**src/rtl/axi_axis_reader_pkg.sv**
```systemverilog
// Shared constants and types for the stream reader arbiter.
package axi_axis_reader_pkg;

  typedef enum logic {
    ST_IDLE = 1'b0,
    ST_RESP = 1'b1
  } state_t;

  localparam int         ADDR_SEL_BIT = 2;
  localparam int         EMPTY_CNT_W  = 16;
  localparam logic [1:0] RESP_OKAY    = 2'b00;

  // Increment that sticks at all-ones instead of wrapping.
  function automatic logic [EMPTY_CNT_W-1:0] sat_inc(input logic [EMPTY_CNT_W-1:0] v);
    return (v == '1) ? v : v + 1'b1;
  endfunction

endpackage

```
**src/rtl/axi_axis_reader_arbiter_rr_arbiter2.sv**
```systemverilog
// Two-requester round-robin arbiter; a tie goes to the port that did not win last.
module rr_arbiter2
  import axi_axis_reader_pkg::*;
(
  input  logic       i_clk,
  input  logic       i_rst_n,
  input  logic [1:0] i_req,
  input  logic       i_update,
  output logic [1:0] o_grant
);

  logic r_last_grant;

  // One-hot grant from the current requests and the previous winner.
  always_comb begin
    o_grant = 2'b00;
    case (i_req)
      2'b01:   o_grant = 2'b01;
      2'b10:   o_grant = 2'b10;
      2'b11:   o_grant = r_last_grant ? 2'b01 : 2'b10;
      default: o_grant = 2'b00;
    endcase
  end

  // Remember the winner; reset value 1 makes port 0 win the first tie.
  always_ff @(posedge i_clk or negedge i_rst_n) begin
    if (!i_rst_n) begin
      r_last_grant <= 1'b1;
    end else if (i_update) begin
      r_last_grant <= o_grant[1];
    end
  end

endmodule

```
**src/rtl/axi_axis_reader_arbiter.sv**
```systemverilog
// Shares one AXI4-Stream source between two AXI4-Lite read-only ports.
//
// state   | meaning
// --------+------------------------------------------------------------
// ST_IDLE | waiting for an address; the arbiter grants one port
// ST_RESP | rvalid held on the selected port until its rready
module axi_axis_reader_arbiter
  import axi_axis_reader_pkg::*;
#(
  parameter int AXI_DATA_WIDTH = 32,
  parameter int AXI_ADDR_WIDTH = 16
) (
  input  logic                      aclk,
  input  logic                      aresetn,
  input  logic [AXI_ADDR_WIDTH-1:0] s0_axi_araddr,
  input  logic                      s0_axi_arvalid,
  output logic                      s0_axi_arready,
  output logic [AXI_DATA_WIDTH-1:0] s0_axi_rdata,
  output logic [1:0]                s0_axi_rresp,
  output logic                      s0_axi_rvalid,
  input  logic                      s0_axi_rready,
  input  logic [AXI_ADDR_WIDTH-1:0] s1_axi_araddr,
  input  logic                      s1_axi_arvalid,
  output logic                      s1_axi_arready,
  output logic [AXI_DATA_WIDTH-1:0] s1_axi_rdata,
  output logic [1:0]                s1_axi_rresp,
  output logic                      s1_axi_rvalid,
  input  logic                      s1_axi_rready,
  input  logic [AXI_DATA_WIDTH-1:0] s_axis_tdata,
  input  logic                      s_axis_tvalid,
  output logic                      s_axis_tready
);

  state_t                    r_state;
  state_t                    w_state_nxt;
  logic                      r_sel;
  logic [AXI_DATA_WIDTH-1:0] r_rdata0;
  logic [AXI_DATA_WIDTH-1:0] r_rdata1;
  logic [EMPTY_CNT_W-1:0]    r_empty_cnt;

  logic                      w_idle;
  logic [1:0]                w_req;
  logic [1:0]                w_grant;
  logic                      w_hs;
  logic                      w_hs_port;
  logic                      w_status_rd;
  logic                      w_empty_rd;
  logic                      w_rready_sel;
  logic [AXI_DATA_WIDTH-1:0] w_status_word;
  logic [AXI_DATA_WIDTH-1:0] w_capture;
  logic                      w_unused_addr;

  // Gating with aresetn keeps arready and tready low while reset is held.
  assign w_idle = (r_state == ST_IDLE) && aresetn;
  assign w_req  = w_idle ? {s1_axi_arvalid, s0_axi_arvalid} : 2'b00;

  rr_arbiter2 u_arb (
    .i_clk    (aclk),
    .i_rst_n  (aresetn),
    .i_req    (w_req),
    .i_update (w_hs),
    .o_grant  (w_grant)
  );

  // A grant is only issued to a requesting port, so grant == handshake.
  assign w_hs        = |w_grant;
  assign w_hs_port   = w_grant[1];
  assign w_status_rd = w_hs_port ? s1_axi_araddr[ADDR_SEL_BIT] : s0_axi_araddr[ADDR_SEL_BIT];
  assign w_empty_rd  = w_hs && !w_status_rd && !s_axis_tvalid;

  // Only one address bit is decoded; the rest are deliberately ignored.
  assign w_unused_addr = ^{s0_axi_araddr, s1_axi_araddr};

  assign s0_axi_arready = w_grant[0];
  assign s1_axi_arready = w_grant[1];
  assign s_axis_tready  = w_hs && !w_status_rd && s_axis_tvalid;

  // Status word: empty-read count in the upper half, live tvalid in bit 0.
  always_comb begin
    w_status_word        = '0;
    w_status_word[31:16] = r_empty_cnt;
    w_status_word[0]     = s_axis_tvalid;
  end

  assign w_capture = w_status_rd   ? w_status_word :
                     s_axis_tvalid ? s_axis_tdata  : '0;

  assign w_rready_sel = r_sel ? s1_axi_rready : s0_axi_rready;

  // State register.
  always_ff @(posedge aclk or negedge aresetn) begin
    if (!aresetn) begin
      r_state <= ST_IDLE;
    end else begin
      r_state <= w_state_nxt;
    end
  end

  // Next-state logic.
  always_comb begin
    w_state_nxt = r_state;
    case (r_state)
      ST_IDLE: if (w_hs)         w_state_nxt = ST_RESP;
      ST_RESP: if (w_rready_sel) w_state_nxt = ST_IDLE;
      default: w_state_nxt = ST_IDLE;
    endcase
  end

  // Capture the selected port and its read data at the address handshake.
  always_ff @(posedge aclk or negedge aresetn) begin
    if (!aresetn) begin
      r_sel    <= 1'b0;
      r_rdata0 <= '0;
      r_rdata1 <= '0;
    end else if (w_hs) begin
      r_sel <= w_hs_port;
      if (w_hs_port) r_rdata1 <= w_capture;
      else           r_rdata0 <= w_capture;
    end
  end

  // Count data reads that found the stream empty.
  always_ff @(posedge aclk or negedge aresetn) begin
    if (!aresetn) begin
      r_empty_cnt <= '0;
    end else if (w_empty_rd) begin
      r_empty_cnt <= sat_inc(r_empty_cnt);
    end
  end

  // rvalid derives from state so reset drops it without waiting for a clock.
  assign s0_axi_rvalid = (r_state == ST_RESP) && !r_sel;
  assign s1_axi_rvalid = (r_state == ST_RESP) &&  r_sel;
  assign s0_axi_rdata  = r_rdata0;
  assign s1_axi_rdata  = r_rdata1;
  assign s0_axi_rresp  = RESP_OKAY;
  assign s1_axi_rresp  = RESP_OKAY;

endmodule
```
**config.mk**
```make
export PLATFORM = sky130hd
export DESIGN_NAME = axi_axis_reader_arbiter
export DESIGN_NICKNAME = d
export VERILOG_FILES = /design/src/rtl/axi_axis_reader_pkg.sv /design/src/rtl/axi_axis_reader_arbiter_rr_arbiter2.sv /design/src/rtl/axi_axis_reader_arbiter.sv
export SDC_FILE = /design/constraint.sdc
export NUM_CORES = 1
export LEC_CHECK = 0
export BUFFER_PORTS_ARGS = -buffer_cell sky130_fd_sc_hd__clkbuf_2
export CORE_MARGIN = 2
export CORE_UTILIZATION = 44
export DETAILED_ROUTE_END_ITERATION = 10
export PLACE_DENSITY = 0.76
export SYNTH_ARGS = -nofsm -noshare
export SYNTH_HDL_FRONTEND = slang
export SYNTH_SLANG_ARGS = --single-unit
```
**constraint.sdc**
```tcl
create_clock -name aclk -period 1.78 [get_ports aclk]
set_input_delay 0.267 -clock aclk [delete_from_list [all_inputs] [get_ports aclk]]
set_output_delay 0.267 -clock aclk [all_outputs]
set_load 0.02 [all_outputs]
```
==> results.tsv <==
metric	value	unit
clockRootBuffer	clkbuf_8	
total_power	0.00668	W
cap_violations	0	
grt_max_degree	54	
yosysSeqAreaShare	55.6	%
ant_nets	0	
path_common_cell	nand2_4	
grt_usage	21.8	%
fin_tns_setup	-0.232	ns
io_buffer_count	109	
mostFrequentLayoutCell	clkbuf_2	
seqPwrFrac	42.0	%
slew_headroom	57.2	%
avgSynthCellArea	9.16	sq um
tightest_slew	0.641	ns
grt_remaining_overflow	0	
setup_slack	-0.128	ns
ys_seq_elements	83	
ios	144	
clock_sinks	83	
max_freq	524	MHz
power_density	1360	mW/mm^2
h-tree-depth	3	
crit_chain	nand2_4 -> nand2_4 -> mux2i_4 -> nand2_2 -> nor2_4 -> buf_8	
critPathSlowestCell	dfstp_2	
synth-edff-count	0	
netSwitchingFraction	39.6	%
start_kind	flip-flop	
drc	0	
intPower	0.00404	W
p_leak	2.49	nW
crit_path_end_kind	output pin	
layoutNonFillerInstCount	653	
synth_area	0.00374	sq mm
placementRows	33	
period_minus_slack	1.91	ns
area.growth.synth_to_final	31.4	%
violations	setup timing	
critical-path-top-delay-family	flip-flops	
nNetsFinal	615	
wl_per_cell	15.4	um
grt_pass1_vias	3157	
setup_violations	3	
hold_viol_final	0	
die_y	96.1	um
multiInputGateArea	0.00158	sq mm
ff2ff_setup_slack	-0.02	ns
place_congestion	0.878	
irDropWorstVdd	0.637	mV
num_antenna_cells	0	
skew	0.00854	ns
hpwl	7050	um
clk_pin_slew	0.09	ns
cts_tree	yes	
fill_cells	688	
placed_cells	624	
status	finished with violations	
fp.dieW	96.1	um
comb_power_share	37.3	%
start_util	45.5	%
regArea	0.00208	sq mm
worstSkewPairLatency	0.35	ns
final_cell_mix	105 x clkbuf_2, 94 x nand2_1, 82 x dfrtp_1	
hp-class	in2async	
routed_wl	10100	um
dieArea	0.00924	sq mm
synth_warnings	0	
critPathMaxFanout	3	
num_vias	3454	
drv_slew	0	
period_share	107	%
firstDrtPassIters	5	
critPathKind	reg2out	
crit_buf_inv	1	
layout-drive-gt1-share	33.6	%
synthCells	408	
antenna_found_initial	0	
worstReg2RegEnd	s0_axi_rdata[11]	
ctsLongestPathBuffers	2	
timing.rr.start	u_arb.r_last_grant	
viasPerCell	5.29	
clkPwrFrac	20.6	%
synthDistinctLibCells	34	
synthArstFlopShare	100	%
rsz0062_at_grt	yes	
grt_pass1_wl	15300	um
cp_data_arrival_time	1.64	ns
ys.flop_type	dfrtp_1	
drtIter0Drc	187	
cts_buffers	9	
rr_worst_depth	6	
core_area	0.00822	sq mm
power.switching	0.00264	W
cpPeakStageDelay	0.57	ns
cp.required	1.51	ns
[synthesized netlist by cell type, types with 7 or more instances]
cell / instances / area, sq um
buf_2: 7 / 35.0
o21ai_0: 21 / 105
a21oi_1: 33 / 165
dfrtp_1: 82 / 2050
a31oi_1: 17 / 106
xnor2_1: 11 / 96.3
nand2_1: 96 / 360
nor2_1: 42 / 158
nand3_1: 24 / 120
nand4_1: 7 / 43.8
a22o_1: 15 / 131
clkbuf_1: 15 / 56.3
[power groups by stage]
stage                     clock network, W  logic (W)  registers (W)
after floorplan                          0   0.000827        0.00340
after global placement                   0    0.00232        0.00280
after detailed placement                 0    0.00237        0.00284
after CTS                          0.00140    0.00242        0.00280
after global routing               0.00149    0.00273        0.00289
final                              0.00138    0.00250        0.00281
[what timing repair did]
item / in CTS / in global routing
hold buffers: 1 / 0
endpoints found under the hold margin: 29 / 0
pin swaps: 1 / 7
endpoints found under the setup margin: 18 / 9
resized for setup: 8 / 17
setup buffers: 3 / 9
[flip-flops by register name, summed over array words and instances (netlist names)]
register / count
s1_axi_rdata: 32
u_arb.r_last_grant: 1
r_empty_cnt: 16
s0_axi_rdata: 32
r_state: 1
r_sel: 1
[how the worst max path moves through the flow]
stage | start | end | slack, ns | cells after the start
after floorplan | u_arb.r_last_grant | s_axis_tready | 0.005 | 6
after global placement | u_arb.r_last_grant | s0_axi_rdata[1] | -0.01 | 5
after detailed placement | u_arb.r_last_grant | s0_axi_rdata[11] | -0.11 | 5
after CTS | u_arb.r_last_grant | s_axis_tready | -0.17 | 6
after global routing | u_arb.r_last_grant | s_axis_tready | -0.18 | 6
final | u_arb.r_last_grant | s_axis_tready | -0.13 | 6
[metal layers]
layer	GRT usage, %	vias to the layer above	part of all wire (%)
met2	34.0	155	47
met3	3.68	25	6.8
met1	29.6	1621	43
met5	0	-	0
li1	-	1653	-
met4	10.5	0	2.6
[cell families after synthesis]
group           share of synthesized area (%)
xor+xnor                                 3.05
buf+inv                                  4.15
other cells                             0.100
flops                                    55.6
compound gates                           13.6
fa+ha+maj                               0.335
mux                                      2.08
simple gates                             21.1
[stage by stage]
stage | utilization, % | worst slack, ns | instance area (sq um) | hold slack (ns)
after CTS | 58.2 | -0.172 | 4780 | 0.0597
after floorplan | - | 0.00453 | 3750 | -0.0286
after global routing | 59.8 | -0.183 | 4910 | 0.0824
after detailed placement | 55.1 | -0.110 | 4520 | 0.332
after global placement | 55.1 | -0.0107 | 4520 | 0.325
final | 59.8 | -0.128 | 4910 | 0.0456
[final cells by class]
type	count	share of cell area (%)
Clock buffer	9	2.52
Clock inverter	7	1.55
Inverter	2	0.153
Multi-Input combinational cell	295	32.1
Sequential cell	83	42.3
Tap cell	105	2.68
Timing Repair Buffer	152	18.6
Power figures use the tool's default switching activity.
